[config.mk]
export PLATFORM = sky130hd
export DESIGN_NAME = key_cmd_queue_flat
export DESIGN_NICKNAME = d
export VERILOG_FILES = /design/src/rtl/key_cmd_queue_if.sv /design/src/rtl/key_cmd_queue.sv /design/src/flat_wrapper.sv
export SDC_FILE = /design/constraint.sdc
export NUM_CORES = 1
export LEC_CHECK = 0
export BUFFER_PORTS_ARGS = -buffer_cell sky130_fd_sc_hd__buf_2
export CORE_MARGIN = 2
export CORE_UTILIZATION = 25
export DETAILED_ROUTE_END_ITERATION = 16
export GPL_TIMING_DRIVEN = 1
export PLACE_DENSITY = 0.47
export SLEW_MARGIN = 20
export SYNTH_ARGS = -nofsm -noshare
export SYNTH_HDL_FRONTEND = slang
export SYNTH_SLANG_ARGS = --single-unit
export TNS_END_PERCENT = 10
[constraint.sdc]
create_clock -name clk -period 5.2 [get_ports clk]
set_clock_uncertainty 0.2 [all_clocks]
set_input_delay 0.26 -clock clk [delete_from_list [all_inputs] [get_ports clk]]
set_output_delay 0.26 -clock clk [all_outputs]
set_load 0.01 [all_outputs]
[src/rtl/key_cmd_queue_if.sv]
// Command handshake between the key queue and the game FSM.
// The queue drives valid/code; the game FSM answers with ready.
interface key_cmd_queue_if;
   logic       cmd_valid;
   logic       cmd_ready;
   logic [1:0] cmd_code;

   modport master (output cmd_valid, output cmd_code, input cmd_ready);
   modport slave  (input cmd_valid, input cmd_code, output cmd_ready);
endinterface

[src/rtl/key_cmd_queue.sv]
// Collects debounced key presses, encodes them to 2-bit commands and buffers
// them in a small FIFO so the game FSM never misses a press while busy.
module key_cmd_queue #(
   parameter int DEPTH  = 4,
   parameter int ADDR_W = $clog2(DEPTH)
) (
   input  logic            clk,
   input  logic            rst_n,
   input  logic            key_left,
   input  logic            key_right,
   input  logic            key_rotate,
   input  logic            key_drop,
   input  logic            clr_overflow,
   output logic [ADDR_W:0] fill_level,
   output logic            overflow,
   key_cmd_queue_if.master cmd_if
);

   logic [3:0]        key_pulse;
   logic [3:0]        pending_reg;
   logic [3:0]        req;
   logic [3:0]        win;
   logic [3:0]        win_taken;
   logic [3:0]        ovf_hit;
   logic [1:0]        win_code;
   logic [1:0]        mem_reg [DEPTH];
   logic [ADDR_W-1:0] wr_ptr_reg;
   logic [ADDR_W-1:0] rd_ptr_reg;
   logic [ADDR_W:0]   fill_reg;
   logic              ovf_reg;
   logic              full;
   logic              pop;
   logic              enq;

   // Bit index equals the command code: 0 left, 1 right, 2 rotate, 3 drop.
   assign key_pulse = {key_drop, key_rotate, key_right, key_left};
   assign req       = pending_reg | key_pulse;
   assign full      = (fill_reg == (ADDR_W + 1)'(DEPTH));
   assign pop       = cmd_if.cmd_valid && cmd_if.cmd_ready;
   assign enq       = (|req) && (!full || pop);
   assign win_taken = enq ? win : 4'b0000;

   // Fixed priority: drop > rotate > left > right.
   always_comb begin
      win      = 4'b0000;
      win_code = 2'b00;
      if (req[3]) begin
         win      = 4'b1000;
         win_code = 2'b11;
      end else if (req[2]) begin
         win      = 4'b0100;
         win_code = 2'b10;
      end else if (req[0]) begin
         win      = 4'b0001;
         win_code = 2'b00;
      end else if (req[1]) begin
         win      = 4'b0010;
         win_code = 2'b01;
      end
   end

   // A repeat press on a key that is still waiting, and not served now, is lost.
   generate
      for (genvar gi = 0; gi < 4; gi++) begin : g_ovf
         assign ovf_hit[gi] = key_pulse[gi] & pending_reg[gi] & ~win_taken[gi];
      end
   endgenerate

   always_ff @(posedge clk or negedge rst_n) begin
      if (!rst_n) begin
         pending_reg <= 4'b0000;
      end else begin
         pending_reg <= req & ~win_taken;
      end
   end

   // Entries are reset so the head reads 00 straight out of reset.
   always_ff @(posedge clk or negedge rst_n) begin
      if (!rst_n) begin
         for (int i = 0; i < DEPTH; i++) begin
            mem_reg[i] <= 2'b00;
         end
      end else if (enq) begin
         mem_reg[wr_ptr_reg] <= win_code;
      end
   end

   always_ff @(posedge clk or negedge rst_n) begin
      if (!rst_n) begin
         wr_ptr_reg <= '0;
         rd_ptr_reg <= '0;
         fill_reg   <= '0;
         ovf_reg    <= 1'b0;
      end else begin
         if (enq) begin
            wr_ptr_reg <= wr_ptr_reg + ADDR_W'(1);
         end
         if (pop) begin
            rd_ptr_reg <= rd_ptr_reg + ADDR_W'(1);
         end
         if (enq && !pop) begin
            fill_reg <= fill_reg + (ADDR_W + 1)'(1);
         end else if (pop && !enq) begin
            fill_reg <= fill_reg - (ADDR_W + 1)'(1);
         end
         if (|ovf_hit) begin
            ovf_reg <= 1'b1;
         end else if (clr_overflow) begin
            ovf_reg <= 1'b0;
         end
      end
   end

   assign cmd_if.cmd_valid = (fill_reg != '0);
   assign cmd_if.cmd_code  = mem_reg[rd_ptr_reg];
   assign fill_level       = fill_reg;
   assign overflow         = ovf_reg;

endmodule

[src/flat_wrapper.sv]
// flat-port wrapper written by rule: the top's interface ports become plain ports
module key_cmd_queue_flat 
#(
   parameter int DEPTH  = 4,
   parameter int ADDR_W = $clog2(DEPTH)
)
  (clk, rst_n, key_left, key_right, key_rotate, key_drop, clr_overflow, fill_level, overflow, cmd_if_cmd_valid, cmd_if_cmd_code, cmd_if_cmd_ready);
  key_cmd_queue_if cmd_if_i ();
  input  logic clk;
  input  logic rst_n;
  input  logic key_left;
  input  logic key_right;
  input  logic key_rotate;
  input  logic key_drop;
  input  logic clr_overflow;
  output logic [ADDR_W:0] fill_level;
  output logic overflow;
  output wire logic [$bits(cmd_if_i.cmd_valid)-1:0] cmd_if_cmd_valid;
  output wire logic [$bits(cmd_if_i.cmd_code)-1:0] cmd_if_cmd_code;
  input wire logic [$bits(cmd_if_i.cmd_ready)-1:0] cmd_if_cmd_ready;
  assign cmd_if_cmd_valid = cmd_if_i.cmd_valid;
  assign cmd_if_cmd_code = cmd_if_i.cmd_code;
  assign cmd_if_i.cmd_ready = cmd_if_cmd_ready;
  key_cmd_queue #(.DEPTH(DEPTH), .ADDR_W(ADDR_W)) u_core (.clk(clk), .rst_n(rst_n), .key_left(key_left), .key_right(key_right), .key_rotate(key_rotate), .key_drop(key_drop), .clr_overflow(clr_overflow), .fill_level(fill_level), .overflow(overflow), .cmd_if(cmd_if_i));
endmodule
# After elaboration in Yosys (flattened, before gate mapping)
# Index checks and enable logic that the tools add are counted.
# word_totals
regBits	20
elab_cells	67
output_inout_bits	7
inputBits	8
# classes
n_lt_le_gt_ge	3
mux	19
n_bitwise	17
eq_ne	1
n_addsub	4
n_reduce_logical	14
# op_table
cell	count
two-way mux 4 bit	4
two-way mux 2 bit	7
AND 1 bit	8
bitwise mux 8 bit	1
OR reduction 4 bit	2
>= comparator 3 bit (second input constant)	2
two-way mux 3 bit	2
NOT 2 -> 3 bit	2
logical AND 1 bit	5
adder 2 x 1 -> 2 bit (second input constant)	2
AND 4 bit	1
binary-select mux 2 bit (select 2 bit)	1
demux 2 bit (select 2 bit)	1
NOT 1 bit	4
NOT 4 bit	1
OR 4 bit	1
nonzero test 2 bit	2
adder 3 x 1 -> 3 bit (second input constant)	1
equality test 3 bit (second input constant)	1
logical NOT 1 bit	3
< comparator 3 x 1 -> 1 bit (second input constant)	1
two-way mux 1 bit	3
nonzero test 3 bit	1
subtractor 3 x 1 -> 3 bit (second input constant)	1
logical OR 1 bit	1

# Logic depth before layout (Yosys ltp)
# logic_depth
depth_word	10
depth_mapped	10
ltp_nobuf	9

# Least setup slack after synthesis
# No wires, ideal clock.
# synth_path
kind	flip-flop to flip-flop
from	register u_core.fill_reg[0], in the netlist u_core.fill_level[0]
to	register u_core.fill_reg[1], in the netlist u_core.fill_level[1]
period_less_slack_ns	2.584
arrival_time_ns	2.259
t_required_ns	4.875
stages_incl_launch_ff	9
n_path_buf	1
slack_ns	2.616
setup_time_ns	0.125
path_cell_list	dfrtp_1 > or4b_1 > clkbuf_1 > o21ai_2 > inv_1 > ha_1 > inv_1 > fa_1 > mux2_2
# synth_between
elab_chain_len	7
word_cells_on_any_way	15
cone_classes	add/sub: 2; eq/ne: 1; mux: 2; reduce/logical: 10
# synth_rtl
item	line	source
from (decl)	key_cmd_queue.sv:29	logic [ADDR_W:0] fill_reg;
from (signal assigned)	key_cmd_queue.sv:102	fill_reg <= fill_reg + (ADDR_W + 1)'(1);
from (signal assigned)	key_cmd_queue.sv:104	fill_reg <= fill_reg - (ADDR_W + 1)'(1);
equality test 3 bit / nonzero test 3 bit (equally long branches)	key_cmd_queue.sv:38, key_cmd_queue.sv:114	
logical NOT 1 bit / logical AND 1 bit (equally long branches)	key_cmd_queue.sv:40, key_cmd_queue.sv:39	
logical OR 1 bit (*)	key_cmd_queue.sv:40	assign enq = (|req) && (!full || pop);
logical AND 1 bit (*)	key_cmd_queue.sv:40	
named net u_core.enq	key_cmd_queue.sv:33	logic enq;
logical NOT 1 bit	key_cmd_queue.sv:103	end else if (pop && !enq) begin
logical AND 1 bit	key_cmd_queue.sv:103	
nonzero test 2 bit (no line)	--	
# Mark *: on every way through the listed nets, which the timed path passes. The rest lies on a longest branch. The select of a mux whose other input is x is not followed.
# A chain may end at the register's enable or synchronous reset.

# Final worst setup path
# Same ends and word-level chain as after synthesis.

==> results.cfg <==
[floorplan]
rows = 23
die-height_microns = 68.61
die_area_sq_mm = 0.004707
start_util_pct = 26.09
ios = 15
core_sq_mm = 0.004000
die_w_microns = 68.61

[cts]
root_buffer = clkbuf_8
htree_levels = 1
tritoncts = done
clockBufferDepth = 2
clk-insertion-delay-late_ps = 250
cts_setup_buffers = 0
cts_buffers = 3
cts_sinks = 20
clkTransAtPathRegs_ps = 70

[logic_synthesis]
synthDistinctLibCells = 30
synth.yosys.seq_area_share_pct = 47.96
ys_ff_latch = 20
syn-num-nets = 93
ys_warn_count = 0
netlist_area_sq_mm = 0.001044
synth.avg_cell_area_sq_um = 13.21
netlist_instances = 79

[worst_hold_path]
min_path_cells = 2
worstHoldPathType = input pin to flop
min_to = u_core.pending_reg[0]$_DFF_PN0_
hp-start = key_left

[finish]
final_cell_mix = 20 x dfrtp_1, 14 x buf_2, 6 x nor2_1
final_util_pct = 30.81
seqCellArea_sq_um = 500.5
final_common_cell = dfrtp_1
largest_reg_flops = 8
nNetsFinal = 111
syn_to_final_growth_pct = 18.11
fillerInstances = 433
multi_input_area_sq_um = 519.2
layout-drive-gt1-share_pct = 35.42
antenna_cells = 0
finalNonFillerCells = 146

[sta]
fin_crit_sh_pct = 50.64
finalCriticalPeriod_ps = 2633
setup_tns_ps = 0
max_freq_mhz = 379.8
hold_violations = 0
slew_headroom_pct = 60.96
rsz0062_at_grt = false
setup_viol = 0
slew_viol_final = 0
worstMarginPinSlew_ps = 584.0

[worst_setup_path]
worstRegToRegCells = 7
end_kind = flop
critPathLaunchType = flop
cpMaxStageDelayCell = or4b_1
timing.rr.end = u_core.fill_level[1]$_DFFE_PN0P_
crit_path_max_incr_delay_ps = 700
crit_top_cell = inv_1
worstReg2RegStart = u_core.fill_level[0]$_DFFE_PN0P_
crit_chain = or4b_1 > o21ai_2 > inv_1 > ha_1 > inv_1 > fa_1 > mux2_2
cp_data_arrival_time_ps = 2570
path_class = flop to flop
regToRegSetupSlack_ps = 2570
crit_required_ps = 5140
crit_path_max_fanout = 7

[route]
dr.pass1.iters = 4
num_vias = 666
avgRoutedWirePerCell_microns = 13.02
route.detailed.drc = 0
wl_mm = 1.901
via_per_inst = 4.562
initialDrtViolationCount = 3
ant_nets = 0

[global_routing]
grt_usage_pct = 9.663
grt_pass1_vias = 715
grt_pass1_wl_mm = 3.270
grt_max_degree = 21
grt-ovfl-total = 0
antenna_found_initial = 0

[power_and_ir_drop]
ir_drop_v = 0.0002111
power_density_mw_per_mm2 = 540.1
p_leak_nw = 0.4992

[status]
outcome = complete, no violations

[placed_design]
io_buffer_count = 14
dp_hpwl_mm = 1.535
gp_congestion = 0.7154
dp_cells = 141

[job]
max_cap_violations = 0
## worst max path at each step
stage	startpoint	to	slack, ps	cells after the start
floorplan	u_core.fill_level[0]$_DFFE_PN0P_	u_core.fill_level[1]$_DFFE_PN0P_	2620	8
global placement	u_core.fill_level[0]$_DFFE_PN0P_	u_core.fill_level[1]$_DFFE_PN0P_	2600	7
detailed placement	u_core.fill_level[0]$_DFFE_PN0P_	u_core.fill_level[1]$_DFFE_PN0P_	2560	7
CTS	u_core.fill_level[0]$_DFFE_PN0P_	u_core.fill_level[1]$_DFFE_PN0P_	2550	7
global route	u_core.fill_level[0]$_DFFE_PN0P_	u_core.fill_level[1]$_DFFE_PN0P_	2430	7
finish	u_core.fill_level[0]$_DFFE_PN0P_	u_core.fill_level[1]$_DFFE_PN0P_	2570	7
## power breakdown
group,total [W],switching (W),internal (W)
combinational,0.000270,0.000119,0.000151
clock,0.000116,0.0000483,0.0000672
sequential,0.000280,0.0000593,0.000221
## worst max-delay path, delay by kind of cell (launching register included)
family	cells	cell delay, ps
and+or+nand+nor	1	700
adders and majority gates	2	610
DFF	1	460
muxes	1	270
AOI/OAI and AO/OA	1	160
buffers and inverters	2	130
## per-layer routing
metal	wire (microns)	track usage (%)	vias to the layer above
met5	0	0	-
met4	23	4.500	0
met3	53	1.623	2
met2	918	15.87	5
met1	905	12.35	335
li1	-	-	324
## timing repair
item,in CTS,in global routing
hold buffers,1,0
resized for setup,0,0
endpoints found under the hold margin,20,0
## cell usage after synthesis
cell	number	area share (%)
a21oi_1	1	0.48
a311oi_1	1	0.84
a32oi_1	1	0.84
buf_6	1	1.1
clkbuf_1	1	0.36
dfrtp_1	20	48
fa_1	1	1.9
ha_1	5	6.0
inv_1	4	1.4
mux2_1	5	5.4
mux2_2	5	5.4
mux4_2	2	4.3
nand2_1	1	0.36
nand3_1	1	0.48
nor2_1	6	2.2
nor2b_1	1	0.60
nor4_1	1	0.60
nor4b_1	1	0.84
o211a_1	1	0.96
o211ai_1	2	1.4
o211ai_2	4	4.8
o21ai_1	1	0.48
o21ai_2	1	0.84
o22a_1	1	0.84
or3_1	1	0.60
or4_2	1	0.84
or4_4	2	2.2
or4b_1	1	0.96
xnor2_1	4	3.4
xor2_1	2	1.7
## logic make-up (layout without fill, tap and decap cells)
logic type	Yosys count	in the layout	share of synthesized area (%)
buffers and inverters	6	23	2.877
adders and majority gates	6	6	7.914
DFF	20	20	47.96
muxes	12	12	15.11
xor gates and xnor gates	6	6	5.036
and+or+nand+nor	16	16	9.593
AOI/OAI and AO/OA	13	13	11.51
## through the flow
step	power, W	hold slack, ps	setup slack, ps	instance area, sq um
after floorplan	0.0004756	-235.6	2616	1044
after global placement	0.0005485	40.59	2599	1161
final	0.0006656	78.10	2567	1232
after CTS	0.0006781	72.79	2552	1226
after global routing	0.0007259	102.9	2426	1232
after detailed placement	0.0005599	46.31	2557	1161
## area by class of cell
type / instances / area share [%]
Clock buffer: 4 / 4.467
Inverter: 4 / 1.218
Multi-Input combinational cell: 53 / 42.13
Sequential cell: 20 / 40.61
Tap cell: 50 / 5.076
Timing Repair Buffer: 15 / 6.497
Note: power is estimated with default switching activity, not from simulation.
